File: config.mk
export PLATFORM = sky130hd
export DESIGN_NAME = mem_port_arbiter
export DESIGN_NICKNAME = d
export VERILOG_FILES = /design/src/rtl/arb_pkg.sv /design/src/rtl/arb_starve_counter.sv /design/src/rtl/mem_port_arbiter.sv
export SDC_FILE = /design/constraint.sdc
export NUM_CORES = 1
export LEC_CHECK = 0
export CORE_MARGIN = 2
export CORE_UTILIZATION = 40
export CTS_CLUSTER_SIZE = 20
export DETAILED_ROUTE_END_ITERATION = 8
export PLACE_DENSITY = 0.85
export SETUP_SLACK_MARGIN = 0.02
export SLEW_MARGIN = 20
export SYNTH_ARGS = -nofsm -noshare
export SYNTH_HDL_FRONTEND = slang
export SYNTH_SLANG_ARGS = --single-unit
File: constraint.sdc
create_clock -name clk -period 1.8 [get_ports clk]
set_input_delay 0.36 -clock clk [delete_from_list [all_inputs] [get_ports clk]]
set_output_delay 0.36 -clock clk [all_outputs]
set_load 0.05 [all_outputs]
File: src/rtl/arb_pkg.sv
// Shared encodings and defaults for the fetch / load-store memory port arbiter.
package arb_pkg;

  typedef enum logic [1:0] {
    IDLE   = 2'd0,
    GNT_IF = 2'd1,
    GNT_LS = 2'd2,
    RESP   = 2'd3
  } arb_state_t;

  localparam int AW_DEF = 8;
  localparam int DW_DEF = 16;

  localparam logic REQ_IF = 1'b0;
  localparam logic REQ_LS = 1'b1;

endpackage

File: src/rtl/arb_starve_counter.sv
// Saturating count of load/store grants made while fetch was waiting; sat forces a fetch grant.
module arb_starve_counter #(
  parameter int LIMIT = 4
) (
  input  logic clk,
  input  logic rst,
  input  logic inc,
  input  logic clr,
  output logic sat
);

  localparam int CW = $clog2(LIMIT + 1);

  logic [CW-1:0] cnt;

  always_ff @(posedge clk) begin
    if (rst || clr) begin
      cnt <= '0;
    end else if (inc && !sat) begin
      cnt <= cnt + CW'(1);
    end
  end

  assign sat = (cnt == CW'(LIMIT));

endmodule

File: src/rtl/mem_port_arbiter.sv
// Shares one single-ported memory between fetch (IF) and load/store (LS), one transaction at a time.
// Define ARB_STARVE_GUARD_EN to let a waiting fetch win after STARVE_LIMIT consecutive LS grants.
module mem_port_arbiter
  import arb_pkg::*;
#(
  parameter int AW           = AW_DEF,
  parameter int DW           = DW_DEF,
  parameter int STARVE_LIMIT = 4
) (
  input  logic          clk,
  input  logic          rst,
  input  logic          if_req,
  input  logic [AW-1:0] if_addr,
  output logic [DW-1:0] if_rdata,
  output logic          if_valid,
  input  logic          ls_req,
  input  logic          ls_we,
  input  logic [AW-1:0] ls_addr,
  input  logic [DW-1:0] ls_wdata,
  output logic [DW-1:0] ls_rdata,
  output logic          ls_valid,
  output logic          mem_req,
  output logic          mem_we,
  output logic [AW-1:0] mem_addr,
  output logic [DW-1:0] mem_wdata,
  input  logic [DW-1:0] mem_rdata,
  input  logic          mem_ready,
  output logic          busy
);

  if (STARVE_LIMIT < 1) begin : g_bad_limit
    $error("STARVE_LIMIT must be at least 1");
  end

  arb_state_t state, next_state;
  logic       grant_if, grant_ls;
  logic       force_if;
  logic       done_if, done_ls;

`ifdef ARB_STARVE_GUARD_EN
  arb_starve_counter #(
    .LIMIT(STARVE_LIMIT)
  ) u_starve (
    .clk (clk),
    .rst (rst),
    .inc (grant_ls & if_req),
    .clr (grant_if),
    .sat (force_if)
  );
`else
  assign force_if = 1'b0;
`endif

  always_ff @(posedge clk) begin
    if (rst) begin
      state <= IDLE;
    end else begin
      state <= next_state;
    end
  end

  // LS has strict priority unless the starvation guard says a waiting fetch must go first.
  always_comb begin
    next_state = state;
    grant_if   = 1'b0;
    grant_ls   = 1'b0;
    case (state)
      IDLE: begin
        if (ls_req && !(if_req && force_if)) begin
          grant_ls   = 1'b1;
          next_state = GNT_LS;
        end else if (if_req) begin
          grant_if   = 1'b1;
          next_state = GNT_IF;
        end
      end
      GNT_IF, GNT_LS: begin
        if (mem_ready) next_state = RESP;
      end
      RESP:    next_state = IDLE;
      default: next_state = IDLE;
    endcase
  end

  assign done_if = (state == GNT_IF) && mem_ready;
  assign done_ls = (state == GNT_LS) && mem_ready;
  assign mem_req = (state == GNT_IF) || (state == GNT_LS);
  assign busy    = (state != IDLE);

  // Transaction fields latch at grant and hold until memory completes; valids mark the RESP cycle.
  always_ff @(posedge clk) begin
    if (rst) begin
      mem_we    <= 1'b0;
      mem_addr  <= '0;
      mem_wdata <= '0;
      if_rdata  <= '0;
      ls_rdata  <= '0;
      if_valid  <= 1'b0;
      ls_valid  <= 1'b0;
    end else begin
      if_valid <= done_if;
      ls_valid <= done_ls;
      if (grant_ls) begin
        mem_we    <= ls_we;
        mem_addr  <= ls_addr;
        mem_wdata <= ls_wdata;
      end else if (grant_if) begin
        mem_we   <= 1'b0;
        mem_addr <= if_addr;
      end
      if (done_if) begin
        if_rdata <= mem_rdata;
        mem_we   <= 1'b0;
      end
      if (done_ls) begin
        if (!mem_we) ls_rdata <= mem_rdata;
        mem_we <= 1'b0;
      end
    end
  end

endmodule

## Yosys cells after proc, flatten, opt, wreduce, memory -nomap -nowiden

Index checks and enable logic that the tools add are counted.

- Flip-flop bits (word level): 61
- Input bits: 54
- Output and inout bits: 61
- Word-level logic and storage cells: 37

- Eq/ne operators: 5
- Multiplexer cells: 13
- Bitwise gates (word level): 1
- Reduce and logical (&&, ||, !) cells: 10

Operators with widths:

| cell | number |
|---|---|
| 8-bit two-way mux | 2 |
| 1-bit two-way mux | 7 |
| 2-bit two-way mux | 3 |
| 2-bit one-hot mux with 3 select lines | 1 |
| 2-bit == test (second input constant) | 2 |
| 2-bit AND reduction | 2 |
| 2-bit nonzero test | 2 |
| 3-bit inequality test (second input constant) | 1 |
| 3-bit OR reduction | 1 |
| 2-bit by 1-bit == test with 1-bit output (second input constant) | 1 |
| 1-bit logical AND | 2 |
| 2-bit zero test | 1 |
| 2-bit inequality test (second input constant) | 1 |
| 2-bit OR reduction | 1 |
| 1-bit logical OR | 1 |
| 1-bit inverter | 1 |

## Depth between registers and ports, before layout

Gate-level depths: netlist of the first run.

- Word-level depth: 5
- Depth in mapped cells: 7

## Worst setup path before layout of the first run

OpenSTA, ideal clock, no wires.

- Path type: register to register
- From: reg state[1]
- To: reg state[0]
- Library setup time: 0.086 ns
- Arrival: 1.474 ns
- Path slack: 0.240 ns
- Cell stages (with the launch flop): 6
- Cell sequence: dfxtp_1 inv_1 ha_1 a21boi_0 a21oi_1 a211oi_1

- Cells in the longest elaborated chain, start to end: 4
- Elaborated cells between the ends (all ways): 9
- Classes of those cells: eq/ne: 5; mux: 1; reduce/logical: 3

RTL lines:

| item | line | text |
|---|---|---|
| start: declaration | mem_port_arbiter.sv:35 | `arb_state_t state, next_state;` |
| start signal: assignment | mem_port_arbiter.sv:58 | `state <= next_state;` |
| 2-bit by 1-bit == test with 1-bit output / 2-bit == test (equally long branches) | mem_port_arbiter.sv:67 | `case (state)` |
| 2-bit OR reduction | mem_port_arbiter.sv:67 |  |
| 2-bit inequality test (no source line) | n/a |  |
| 2-bit AND reduction (no source line) | n/a |  |

Parallel ways exist; a longest one is shown, timed or not.
A chain may end at the register's enable or synchronous reset.

## Worst setup path in the final report of the first run

- From: reg state[1]
- To: out mem_req

- Cells in the longest elaborated chain, start to end: 2
- Elaborated cells between the ends (all ways): 3
- Classes of those cells: eq/ne: 2; reduce/logical: 1

RTL lines:

| item | line | text |
|---|---|---|
| 2-bit by 1-bit == test with 1-bit output / 2-bit == test (equally long branches) | mem_port_arbiter.sv:87 | `assign mem_req = (state == GNT_IF) \|\| (state == GNT_LS);` |
| 1-bit logical OR * | mem_port_arbiter.sv:87 |  |
| end: declaration | mem_port_arbiter.sv:22 | `output logic mem_req,` |

Mark *: on every way between the ends. The rest lies on a longest branch, timed or not.

==> run metrics, run 1 <==
Req. time, crit path around 1.4 ns; cts bufs inserted 9; initial cell density of the core just over 40%; Tcrit/Tclk final 90.6%; mapped cell area 2280 sq um; Net Count, Synth 313; CTS clk-pin slew, worst paths 0.06 ns; non-filler cells, final 445; pre-CTS setup slack 0.0236 ns; CP max FO 3; Via density between 4 and 5; dominant cells by area after synthesis dfxtp_1, nand2_1, a21oi_1, a22o_1, buf_4; area of the multi-input gates between 900 and 1000 sq um; WP buf/inv 2; Synth Warn # 0; cts hold-fix bufs 0; share of post-route cells with drive strength above 1 23.9%; Ant. Diodes 0; Seq/Total Area, Yosys between 50% and 60%; worst setup margin about 0.17 ns; Design Area, Final 3590 sq um; largest net degree at the start of global routing 26; Final ANT Viol Nets 0; io pins 115; initial antenna violation count 0; Syn-to-layout area delta 57.1%; power consumption 5.62 mW; Filler cells 471; vias in the first global route roughly 2,100; highest clock rate 0.613 GHz; DRT Pass-1 Iters 7; post-synth top area share between 50% and 60%; PortBufs 114; Seq. cell area 1220 sq um; clock skew 0.00526 ns; CP delay by family, top flip-flops; Data arrival, critical path 1.27 ns; max-cap check violation count 0; CP startpoint kind flop; worst hold margin 0.384 ns; post-synth top area cell dfxtp_1; Placed Area 3350 sq um; Die Height 79.6 um; Leakage 1.51 nW; WL per Instance ~13 um; post-placement cell count 429; FFs w/ async S/R, synth 0%; root buf cell clkbuf_8; fin util 65.2%; slowest CP cell dfxtp_1; Syn Area/Cell roughly 9.0 sq um; final WL 5.80 mm; worst vdd ir 804 uV; final slew viol count 0; final setup TNS 0 ns; Core Box Area 5510 sq um; clk_lat worst skew 0.32 ns; post-synth cell types 26; gpl congestion about 0.82; DRC errors left 0; status finished, final reports clean; CTS H-Tree Depth 3; Hold WC Path Type in2reg; 1st-iter DRT viols 54; Critical Path Sink Type output pin; Die Wd around 80 um; Slew HR 67.2%; Layout Nets ~430; Site Rows 27; vias after detailed routing 2,174; total grt overflow 0; Die ar. 6330 sq um; #FFs+latches synth 61; Hold Vio Cnt, Final 0; Least-Margin Pin Slew roughly 0.5 ns; final number of setup-violating endpoints 0; Synth Instances 255; Tmin final approximately 1.6 ns; unrepaired setup endpoints after global routing no; Post-synth EDFFs 0; crit path kind reg2out; hpwl dp 4.25 mm; maximum root-to-sink buffer count 2; CTS Sinks between 60 and 70; GRT Overall Usage 18.4%; PwrDens 1570 nW/um^2; TritonCTS clock tree yes; CP Cell Sequence inv_1, ha_1, buf_12; first-pass GRT wire length 9.16 mm; max incr delay on CP roughly 0.36 ns; Primary FF master, synth dfxtp_1
flip-flops by register name (all words and copies together) (netlist names):
signal     cells
if_rdata      16
if_valid       1
ls_rdata      16
ls_valid       1
mem_addr       8
mem_wdata     16
mem_we         1
state          2
worst paths after layout:
check / start / endpoint / slack [ns] / depth (start not counted)
max: state[1] / mem_req / 0.17 / 3
min: rst / ls_valid / 0.38 / 2
max reg2reg: state[0] / mem_addr[0] / 0.24 / 5
min reg2reg: mem_wdata[2] / mem_wdata[2] / 0.46 / 2
cells in the mapped netlist, types with 3 or more instances:
master and number:
a22o_1 16, buf_2 4, a21oi_2 3, nand2b_1 3
a211oi_1 6, inv_1 4, nand2_1 77, clkbuf_1 3
a211oi_2 3, dfxtp_1 61, buf_4 7, a21oi_1 41
nor2_1 9, ha_1 4
final cells by class:
class / instances / area share, %
Sequential cell: 61 / 34.0
Timing Repair Buffer: 119 / 30.2
Multi-Input combinational cell: 173 / 26.1
Clock buffer: 12 / 4.04
Clock inverter: 4 / 2.65
Tap cell: 72 / 2.51
Inverter: 4 / 0.418
power by group:
group	switching [mW]	total (mW)	internal, mW
registers	0.139	1.74	1.60
clock network	0.490	1.45	0.957
logic	1.58	2.44	0.863
total	2.20	5.62	3.42
cell families (layout without fill, tap and decap cells):
logic type               count (synthesis)  count (layout)  share of synthesized area (%)
buffers and inverters                   21             139                           5.48
adder cells (fa/ha/maj)                  4               4                           2.19
AO/OA/AOI/OAI                           72              72                           21.1
AND/OR/NAND/NOR                         97              97                           17.7
flip-flops                              61              61                           53.5
cells in the final DEF, fill, tap and decap left out, drive strengths merged:
| master | Yosys | routed |
|---|---|---|
| a211oi | 9 | 9 |
| a21boi | 1 | 1 |
| a21oi | 45 | 45 |
| a22o | 16 | 16 |
| and2 | 1 | 1 |
| and3b | 2 | 2 |
| buf | 14 | 66 |
| bufinv | 0 | 3 |
| clkbuf | 3 | 12 |
| clkdlybuf4s50 | 0 | 52 |
| clkinv | 0 | 1 |
| dfxtp | 61 | 61 |
| dlygate4sd2 | 0 | 1 |
| ha | 4 | 4 |
| inv | 4 | 4 |
| nand2 | 77 | 77 |
| nand2b | 3 | 3 |
| nand3 | 1 | 1 |
| nand3b | 2 | 2 |
| nor2 | 10 | 10 |
| nor3 | 1 | 1 |
| o21ai | 1 | 1 |
layer usage:
metal	part of all wire [%]	vias to the layer above	global-route usage, %
met5	0	-	0
met4	0.67	0	6.21
met3	9.1	5	7.13
met2	50	82	31.9
met1	41	1007	20.4
li1	-	1080	-
timing repair:
| item | 4_1_cts | 5_1_grt |
|---|---|---|
| endpoints found under the hold margin | 0 | 0 |
| endpoints found under the setup margin | 1 | 0 |
| resized for setup | 1 | 0 |
| buffers inserted | 0 | 0 |
Power figures use the tool's default switching activity.
==> run 2, diff against run 1 <==
CTS_CLUSTER_DIAMETER = 100   (was default)
==> results of run 2 <==
Final layout, timing and power as in run 1 (identical DEF).
==> run 3, diff against run 2 <==
MAX_ROUTING_LAYER = met4   (was default)
==> run metrics, run 3 (synthesized netlist as in run 1, its figures left out) <==
Critical Path Sink Type output pin (unchanged); final slew viol count 0 (unchanged); hpwl dp 4.25 mm (unchanged); Site Rows 27 (unchanged); first-pass GRT wire length 9.16 mm (about the same); unrepaired setup endpoints after global routing no (unchanged); vias in the first global route 2,060 (was 2,062); CTS Sinks 61 (unchanged); Leakage 1.51 nW (unchanged); DRC errors left 0 (unchanged); Regs by FF count if_rdata x16, ls_rdata x16, mem_wdata x16 (unchanged); CP startpoint kind flop (unchanged); Layout Nets 426 (unchanged); Via density 4.89 (about the same); worst hold margin 0.387 ns (was 0.384 ns); initial cell density of the core 41.5% (unchanged); final number of setup-violating endpoints 0 (unchanged); Tcrit/Tclk final 90.5% (was 90.6%); pre-CTS setup slack 0.0236 ns (unchanged); initial antenna violation count 0 (unchanged); commonest cells after routing, fill and taps aside nand2_1, dfxtp_1, buf_4 (unchanged); CTS H-Tree Depth 3 (unchanged); CP delay by family, top flip-flops (unchanged); setup bufs post-CTS 0 (unchanged); status finished, final reports clean (unchanged); final setup TNS 0 ns (unchanged); crit path kind reg2out (unchanged); Die ar. 6330 sq um (unchanged); maximum root-to-sink buffer count 2 (unchanged); cts bufs inserted 9 (unchanged); clock skew 0.00632 ns (was 0.00526 ns); Die Wd 79.6 um (unchanged); slowest CP cell dfxtp_1 (unchanged); max-cap check violation count 0 (unchanged); WP buf/inv 2 (unchanged); cts hold-fix bufs 0 (unchanged); Hold WC Path Type in2reg (unchanged); CP Cell Sequence inv_1, ha_1, buf_12 (unchanged); GRT Overall Usage 18.8% (was 18.4%); 1st-iter DRT viols 56 (was 54); Data arrival, critical path 1.27 ns (about the same); Final ANT Viol Nets 0 (unchanged); DRT Pass-1 Iters 4 (was 7); io pins 115 (unchanged); final WL 5.80 mm (about the same); Req. time, crit path 1.44 ns (about the same); PwrDens 1570 nW/um^2 (about the same); largest net degree at the start of global routing 26 (unchanged); Syn-to-layout area delta 57.1% (unchanged); root buf cell clkbuf_8 (unchanged); CP max FO 3 (unchanged); Ant. Diodes 0 (unchanged); Hold Vio Cnt, Final 0 (unchanged); gpl congestion 0.837 (was 0.824); clk_lat worst skew 0.32 ns (about the same); Least-Margin Pin Slew 0.494 ns (unchanged); Tmin final 1.63 ns (about the same); PortBufs 114 (unchanged); highest clock rate 0.614 GHz (was 0.613 GHz); TritonCTS clock tree yes (unchanged); Slew HR 67.2% (unchanged); CTS clk-pin slew, worst paths 0.06 ns (about the same); total grt overflow 0 (unchanged); Core Box Area 5510 sq um (unchanged); max incr delay on CP 0.36 ns (about the same); commonest non-fill, non-tap cell in the layout nand2_1 (unchanged); WL per Instance 13.0 um (about the same); worst vdd ir 804 uV (about the same); worst setup margin 0.171 ns (was 0.169 ns); vias after detailed routing 2,175 (was 2,174); Die Height 79.6 um (unchanged); share of post-route cells with drive strength above 1 23.9% (unchanged)
[run 3: cell counts in the layout (fill, tap and decap cells not counted)]
Identical to the previous run, type by type.
[run 3: stage by stage]
step                      cell area (sq um)  instances  util, %  power [mW]
after floorplan                        2280        255        -        3.39
after detailed placement               3350        429     60.8        4.22
after global placement                 3350        429     60.8        4.17
after global routing                   3590        445     65.2        5.89
final                                  3590        445     65.2        5.63
after CTS                              3590        445     65.2        5.67
[run 3: routing by layer]
| metal | GRT usage [%] | vias up | wire (um) |
|---|---|---|---|
| met5 | - | - | 0 |
| met1 | 21.1 | 998 | 2420 |
| met3 | 5.88 | 5 | 470 |
| li1 | - | 1084 | - |
| met2 | 32.0 | 88 | 2870 |
| met4 | 6.21 | 0 | 39 |
[run 3: final cells by class]
cell class / count / area [sq um]
clock buffer: 12 / 145
clock inverter: 4 / 95.1
fill: 471 / 1920
inverter: 4 / 15.0
multi-input combinational: 173 / 938
sequential: 61 / 1220
tap: 72 / 90.1
timing repair buffer: 119 / 1080
[run 3: final timing paths]
| path | from | endpoint | slack, ns | depth (start not counted) |
|---|---|---|---|---|
| worst max register to register | state[0] | mem_addr[0] | 0.23 | 5 |
| worst min register to register | ls_rdata[4] | ls_rdata[4] | 0.46 | 2 |
| worst max-delay path | state[1] | mem_req | 0.17 | 3 |
| worst min-delay path | rst | ls_valid | 0.39 | 2 |
[run 3: timing repair]
item                       4_1_cts  5_1_grt
setup endpoints to repair        1        0
resized for setup                1        0
hold endpoints to repair         0        0
[run 3: power breakdown]
group / internal [mW] / switching (mW)
Sequential: 1.60 / 0.140
Combinational: 0.863 / 1.58
Clock: 0.957 / 0.491
